==> src/rtl/e203_nice_csr_pkg.sv <==
`default_nettype none
// +----------------------------------------------------------------------+
// | Module  : e203_nice_csr_pkg                                          |
// | Brief   : Shared types, default CSR window and address helper for    |
// |           the NICE CSR request initiator.                            |
// | Rev     : 1.0  initial release                                       |
// +----------------------------------------------------------------------+
package e203_nice_csr_pkg;

  // Transaction phases of the initiator.
  typedef enum logic [1:0] {
    IDLE = 2'd0,
    REQ  = 2'd1,
    RSP  = 2'd2
  } nice_csr_state_e;

  // Default custom CSR window: 0xBC0..0xBFF.
  localparam logic [11:0] NICE_CSR_BASE = 12'hBC0;
  localparam logic [11:0] NICE_CSR_MASK = 12'hFC0;

  // The NICE bus carries a 32-bit address; CSR numbers are zero-extended.
  function automatic logic [31:0] nice_addr_ext(input logic [11:0] addr);
    return {20'b0, addr};
  endfunction

endpackage
`default_nettype wire

==> src/rtl/e203_nice_csr_tmo.sv <==
`default_nettype none
// +----------------------------------------------------------------------+
// | Module  : e203_nice_csr_tmo                                          |
// | Brief   : Request timeout counter. Cleared at request accept,        |
// |           counts cycles the responder leaves the request waiting,    |
// |           flags the last permitted cycle.                            |
// | Rev     : 1.0  initial release                                       |
// +----------------------------------------------------------------------+
module e203_nice_csr_tmo #(
  parameter int TIMEOUT_CYC = 16
) (
  input  logic clk,
  input  logic rst_n,
  input  logic clr,
  input  logic inc,
  output logic expired
);

  localparam int              CW     = $clog2(TIMEOUT_CYC + 1);
  localparam logic [CW-1:0]   c_LAST = CW'(TIMEOUT_CYC - 1);

  logic [CW-1:0] r_cnt;

  // Count waiting cycles; saturate on the last one so it can never wrap.
  always_ff @(posedge clk) begin
    if (!rst_n) begin
      r_cnt <= '0;
    end else if (clr) begin
      r_cnt <= '0;
    end else if (inc && !expired) begin
      r_cnt <= r_cnt + 1'b1;
    end
  end

  // Expired means the current cycle is the final one the request may wait.
  assign expired = (r_cnt == c_LAST);

endmodule
`default_nettype wire

==> src/rtl/e203_nice_csr_req.sv <==
`default_nettype none
// +----------------------------------------------------------------------+
// | Module  : e203_nice_csr_req                                          |
// | Brief   : NICE CSR handshake initiator. Forwards accesses inside the |
// |           custom CSR window to the extended-CSR responder, returns   |
// |           read data or an error (out of window / timeout).           |
// | Rev     : 1.0  initial release                                       |
// +----------------------------------------------------------------------+
module e203_nice_csr_req
  import e203_nice_csr_pkg::*;
#(
  parameter logic [11:0] ADDR_BASE   = NICE_CSR_BASE,
  parameter logic [11:0] ADDR_MASK   = NICE_CSR_MASK,
  parameter int          TIMEOUT_CYC = 16
) (
  input  logic        clk,
  input  logic        rst_n,
  input  logic        csr_i_valid,
  output logic        csr_i_ready,
  input  logic [11:0] csr_i_addr,
  input  logic        csr_i_wr,
  input  logic [31:0] csr_i_wdata,
  output logic        csr_o_valid,
  input  logic        csr_o_ready,
  output logic [31:0] csr_o_rdata,
  output logic        csr_o_err,
  output logic        nice_csr_valid,
  input  logic        nice_csr_ready,
  output logic [31:0] nice_csr_addr,
  output logic        nice_csr_wr,
  output logic [31:0] nice_csr_wdata,
  input  logic [31:0] nice_csr_rdata
);

  nice_csr_state_e r_state;
  nice_csr_state_e w_state_nxt;

  logic [11:0] r_addr;
  logic        r_wr;
  logic [31:0] r_wdata;
  logic [31:0] r_rdata;
  logic        r_err;

  logic w_idle;
  logic w_req;
  logic w_rsp;
  logic w_accept;
  logic w_hit;
  logic w_expired;

  assign w_idle   = (r_state == IDLE);
  assign w_req    = (r_state == REQ);
  assign w_rsp    = (r_state == RSP);
  assign w_accept = csr_i_valid & csr_i_ready;
  assign w_hit    = ((csr_i_addr & ADDR_MASK) == (ADDR_BASE & ADDR_MASK));

  e203_nice_csr_tmo #(
    .TIMEOUT_CYC (TIMEOUT_CYC)
  ) u_tmo (
    .clk     (clk),
    .rst_n   (rst_n),
    .clr     (w_idle & w_accept),
    .inc     (w_req & ~nice_csr_ready),
    .expired (w_expired)
  );

  // State register.
  always_ff @(posedge clk) begin
    if (!rst_n) begin
      r_state <= IDLE;
    end else begin
      r_state <= w_state_nxt;
    end
  end

  // Next-state decode; a ready in the final permitted cycle beats the timeout.
  always_comb begin
    w_state_nxt = r_state;
    case (r_state)
      IDLE: begin
        if (w_accept) begin
          w_state_nxt = w_hit ? REQ : RSP;
        end
      end
      REQ: begin
        if (nice_csr_ready || w_expired) begin
          w_state_nxt = RSP;
        end
      end
      RSP: begin
        if (csr_o_ready) begin
          w_state_nxt = IDLE;
        end
      end
      default: w_state_nxt = IDLE;
    endcase
  end

  // Request latches and response registers.
  always_ff @(posedge clk) begin
    if (!rst_n) begin
      r_addr  <= '0;
      r_wr    <= 1'b0;
      r_wdata <= '0;
      r_rdata <= '0;
      r_err   <= 1'b0;
    end else begin
      if (w_idle && w_accept) begin
        r_addr  <= csr_i_addr;
        r_wr    <= csr_i_wr;
        r_wdata <= csr_i_wdata;
        r_rdata <= '0;
        r_err   <= ~w_hit;
      end
      if (w_req) begin
        if (nice_csr_ready) begin
          r_rdata <= r_wr ? 32'b0 : nice_csr_rdata;
          r_err   <= 1'b0;
        end else if (w_expired) begin
          r_rdata <= '0;
          r_err   <= 1'b1;
        end
      end
    end
  end

  // Outputs decode from state and registers only; rst_n gates the upstream ready.
  assign csr_i_ready    = w_idle & rst_n;
  assign nice_csr_valid = w_req;
  assign nice_csr_addr  = w_req ? nice_addr_ext(r_addr) : 32'b0;
  assign nice_csr_wr    = w_req & r_wr;
  assign nice_csr_wdata = w_req ? r_wdata : 32'b0;
  assign csr_o_valid    = w_rsp;
  assign csr_o_rdata    = w_rsp ? r_rdata : 32'b0;
  assign csr_o_err      = w_rsp & r_err;

endmodule
`default_nettype wire

==> config.mk <==
export PLATFORM = sky130hd
export DESIGN_NAME = e203_nice_csr_req
export DESIGN_NICKNAME = d
export VERILOG_FILES = /design/src/rtl/e203_nice_csr_pkg.sv /design/src/rtl/e203_nice_csr_tmo.sv /design/src/rtl/e203_nice_csr_req.sv
export SDC_FILE = /design/constraint.sdc
export NUM_CORES = 1
export LEC_CHECK = 0
export ABC_AREA = 1
export BUFFER_PORTS_ARGS = -buffer_cell sky130_fd_sc_hd__buf_2
export CELL_PAD_IN_SITES_DETAIL_PLACEMENT = 0
export CELL_PAD_IN_SITES_GLOBAL_PLACEMENT = 1
export CORE_MARGIN = 10
export CORE_UTILIZATION = 31
export DETAILED_ROUTE_END_ITERATION = 10
export GPL_ROUTABILITY_DRIVEN = 0
export PLACE_DENSITY = 0.76
export SETUP_SLACK_MARGIN = 0.2
export SLEW_MARGIN = 15
export SYNTH_ARGS = -nofsm -noshare
export SYNTH_HDL_FRONTEND = slang
export SYNTH_HIERARCHICAL = 1
export SYNTH_SLANG_ARGS = --single-unit
==> constraint.sdc <==
create_clock -name clk -period 2.1 [get_ports clk]
set_input_delay 0 -clock clk [delete_from_list [all_inputs] [get_ports clk]]
set_output_delay 0 -clock clk [all_outputs]
set_load 0.01 [all_outputs]
### After elaboration in Yosys (flattened, before gate mapping)

Cells that the tools add are included.

* register bits after elaboration: 85
* input bits: 82
* output and inout port bits: 101
* logic and storage cells: 48

* $add $sub $neg: 1
* eq/ne operators: 7
* mux-type cells: 17
* bitwise logic cells: 9
* reductions and logical operators: 7

Operators with widths (count)
* $mux W32: 7
* $mux W12: 1
* $mux W2: 4
* $and A1 B1 Y1: 6
* $eq A6 B6 Y1 const B: 1
* $pmux W2 S3: 1
* $add A5 B1 Y5 const B: 1
* $eq A5 B4 Y1 const B: 1
* $mux W1: 4
* $ne A2 B1 Y1 const B: 2
* $not A1 Y1: 3
* $reduce_and A3 Y1: 1
* $eq A2 B1 Y1 const B: 1
* $eq A2 B2 Y1 const B: 1
* $logic_and A1 B1 Y1: 2
* $logic_not A2 Y1: 1
* $ne A2 B2 Y1 const B: 1
* $reduce_or A2 Y1: 1
* $logic_not A1 Y1: 1
* $logic_or A1 B1 Y1: 1

### Logic depth before layout (Yosys ltp)

* depth in word-level cells: 8
* mapped depth: 9
* gate-level depth less buffers: 9

### Modules after synthesis

Netlist, hierarchy kept.

By module, submodules not included
* e203_nice_csr_req: instances 1, cells an instance 521, area each 3627.2 sq um, seq. area each 1601.5 sq um
* e203_nice_csr_tmo: instances 1, cells an instance 37, area each 266.5 sq um, seq. area each 100.1 sq um

### Worst setup path before layout

No wires, ideal clock.

* path kind: reg2reg
* start: register u_tmo.r_cnt[0]
* end: register r_rdata[22]
* library setup time: 0.070 ns
* arrival: 1.501 ns
* data required time: 2.030 ns
* setup slack: 0.528 ns
* stages on the path, launching flop included: 9
* path buffers: 1
* period minus slack after synthesis: 1.572 ns
* path through: dfxtp_1 -> ha_1 -> inv_1 -> nor2_1 -> ha_1 -> o21ai_2 -> clkbuf_1 -> nand3_1 -> a21oi_1

* word-level cells in the longest chain between the ends: 4

Ends and longest elaborated chain
* from (decl): line e203_nice_csr_tmo.sv:22 `logic [CW-1:0] r_cnt;`
* from (signal assigned): line e203_nice_csr_tmo.sv:31 `r_cnt <= r_cnt + 1'b1;`
* $eq A5 B4 Y1: line e203_nice_csr_tmo.sv:36 `assign expired = (r_cnt == c_LAST);`
* named net w_expired: line e203_nice_csr_req.sv:49 `logic w_expired;`
* $mux W32: line e203_nice_csr_req.sv:119 `end else if (w_expired) begin`
* $mux W32: line e203_nice_csr_req.sv:116 `if (nice_csr_ready) begin`
* $mux W32: line e203_nice_csr_req.sv:115 `if (w_req) begin`
* to (signal assigned): line e203_nice_csr_req.sv:117 `r_rdata <= r_wr ? 32'b0 : nice_csr_rdata;`
* to (decl): line e203_nice_csr_req.sv:41 `logic [31:0] r_rdata;`

The timed path passes the listed nets, and every way through them passes these cells.
A chain may end at the register's enable or synchronous reset.

### Final worst setup path

* start: register r_state[1]
* end: output nice_csr_wdata[12]

* word-level cells in the longest chain between the ends: 2

Ends and longest elaborated chain
* from (decl): line e203_nice_csr_req.sv:35 `nice_csr_state_e r_state;`
* from (signal assigned): line e203_nice_csr_req.sv:72 `r_state <= w_state_nxt;`
* $eq A2 B1 Y1: line e203_nice_csr_req.sv:52 `assign w_req = (r_state == REQ);`
* $mux W32: line e203_nice_csr_req.sv:132 `assign nice_csr_wdata = w_req ? r_wdata : 32'b0;`
* to (decl): line e203_nice_csr_req.sv:31 `output logic [31:0] nice_csr_wdata,`

No other way between the ends.

==> results.tsv <==
metric	value	unit
crit_path_cell_trace	inv_1 > nand2_2 > buf_4 > nor2_1 > buf_2	
synthMuxAreaShare	0	
p_int	0.00296	W
synthSimpleGateAreaFrac	0.202	
cp-start-kind	flop	
finClkSkew	0.00738	ns
ys_types	24	
die_h	132	um
status	finished, final reports clean	
cp_slowest_cell	buf_4	
switching_share	0.262	
cts_tree	built	
layout_setup_ws	0.372	ns
clockBufferDepth	2	
p_comb_frac	0.164	
p_per_area	689	mW/mm2
p_sw	0.00105	W
synth_area_leaders	dfxtp_1 44%, a21oi_1 10%, inv_1 9.2%	
grt_overflow_total	0	
routedWlPerCell	13.1	um
synthAdderAreaFrac	0.00643	
dieArea	0.0174	mm2
io_buffers	162	
grt_pass1_wl	20300	um
preCtsSetupSlack	0.413	ns
cts.clk_slew.worst_paths	0.06	ns
antenna_found_initial	1	
ys_ff_latch	85	
first_global_vias	4144	
clkPwrFrac	0.400	
critPathArrivalTime	1.73	ns
cts_root_buf	clkbuf_16	
die_x	132	um
synth_top_family_by_area	simple AND/OR/NAND/NOR gates	
critPathMaxStageDelay	0.40	ns
grt_max_degree	51	
finalCritPeriodShare	0.823	
slew_viol_final	0	
critPathKind	flop to output pin	
synthXorXnorAreaFrac	0	
hp-class	input port to flop	
cts.sinks	85	
syn_avg_cell_area	6.98	um2
coreArea	0.0122	mm2
dp_hpwl	8730	um
drt-total-wl	12500	um
drive_above_1_share	0.252	
max_freq	579	MHz
hold_slack	0.0579	ns
ant_nets	0	
power.total	0.00401	W
htreeDepth	3	
tns	0	ns
area_growth_syn_to_layout	49.6	%
p_seq_frac	0.436	
vdd.ir_drop.worst	0.302	mV
yosysTopAreaCell	dfxtp_1	
rows	40	
io_pins	183	
setup_viol	0	
yosysTopAreaCellShare	0.437	
crit_fanout	35	
grt_usage	0.137	
drt_pass1_iterations	4	
synth-compound-area-share	0.173	
drtIter0Drc	203	
worst_setup_path_end_kind	output pin	
synth_area	0.00389	mm2
n_fill_cell	1234	
yosysWarnings	6	
finalHoldViolations	0	
synth_cells	558	
required	2.10	ns
vias	4111	
synth_sequential_area_ratio	0.437	
cap_violations	0	
p_leak	2.57	nW
rsz0062_at_grt	no	
post-cts-setup-buffer-count	0	
cts_buffers	9	
final_nets	865	
clock_latency	0.33	ns
ctsResizeCount	0	
fin_util	0.479	
vias_per_cell	4.30	
period_minus_slack	1.73	ns
start_util	0.320	
drc	0	
## final timing paths
kind	start	endpoint	slack (ns)	cells past startpoint
setup reg to reg	u_tmo/r_cnt[1]$_SDFFE_PP0P_	r_rdata[25]$_SDFF_PN0_	0.41	8
hold / removal	csr_o_ready	r_state[0]$_SDFFE_PN0P_	0.06	5
setup / recovery	r_state[1]$_SDFFE_PN0P_	nice_csr_wdata[12]	0.37	5
hold reg to reg	r_wdata[13]$_SDFFE_PN0P_	r_wdata[13]$_SDFFE_PN0P_	0.45	2
## worst max-delay path, delay by kind of cell (launching register included)
kind	cells	cell delay (ns)
DFF	1	0.37
buffers and inverters	3	0.64
and+or+nand+nor	2	0.37
## cell usage in the layout, fill, tap and decap left out, drive strengths merged, types with 2 or more instances in the layout
master / instances
conb: 20
buf: 171
o21ai: 52
a21oi: 80
clkbuf: 10
nand2: 46
nand3: 38
clkinvlp: 2
dfxtp: 85
inv: 97
dlygate4sd3: 77
nor2: 100
clkinv: 2
ha: 2
## cells by family after synthesis
group / count (synthesis)
AND/OR/NAND/NOR: 186
other: 1
AO/OA/AOI/OAI: 133
adder cells (fa/ha/maj): 2
buffers and inverters: 151
flip-flops: 85
## layout make-up
| class | instances | area [um2] | share of cell area |
|---|---|---|---|
| flip-flops and latches | 85 | 1700 | 0.292 |
| multi-input cells | 341 | 1570 | 0.269 |
| inverters | 96 | 360 | 0.0618 |
| well taps | 168 | 210 | 0.0361 |
| clock buffers | 10 | 239 | 0.0410 |
| clock inverters | 6 | 71.3 | 0.0122 |
| repair buffers | 248 | 1670 | 0.287 |
| diodes | 1 | 2.50 | 0.000429 |
## cells in the mapped netlist
master,instances
dfxtp_1,85
ha_1,2
nand2_2,1
buf_1,4
inv_2,1
o21ai_0,47
nand2_1,45
o21bai_1,1
buf_2,6
clkbuf_1,17
o21ai_1,4
nor2_4,1
buf_4,21
conb_1,1
o21ai_2,1
nand3_2,1
buf_6,7
nor2_1,95
nor2_2,4
a21oi_1,80
nand3_1,37
inv_1,95
and3_1,1
nor3_4,1
## routing by layer
metal | GRT usage | part of all wire
met1 | 0.171 | 0.47
met4 | 0.0457 | 0.017
met3 | 0.0484 | 0.081
met2 | 0.215 | 0.43
met5 | 0 | 0
## what timing repair did
item                       in CTS  in global routing
hold endpoints to repair       77                  0
hold buffers                   77                  0
setup endpoints to repair       0                  0
## power groups by stage
stage	Clock, W	Sequential, W	Combinational (W)
5_1_grt	0.00173	0.00176	0.000743
4_1_cts	0.00167	0.00175	0.000657
2_1_floorplan	0	0.00178	0.000390
3_5_place_dp	0	0.00179	0.000544
3_3_place_gp	0	0.00178	0.000534
6_report	0.00161	0.00175	0.000658
## through the flow
| step | instance area [um2] | std cells |
|---|---|---|
| after CTS | 5820 | 954 |
| after floorplan | 3970 | 577 |
| final | 5830 | 955 |
| after detailed placement | 4740 | 861 |
| after global routing | 5820 | 954 |
| after global placement | 4740 | 861 |
## sequential cells by signal, indices dropped and copies added, names as in the netlist
name,count
u_tmo/r_cnt,5
r_state,2
r_wr,1
r_err,1
r_rdata,32
r_wdata,32
r_addr,12
No activity file was read; power rests on OpenSTA's default activity.
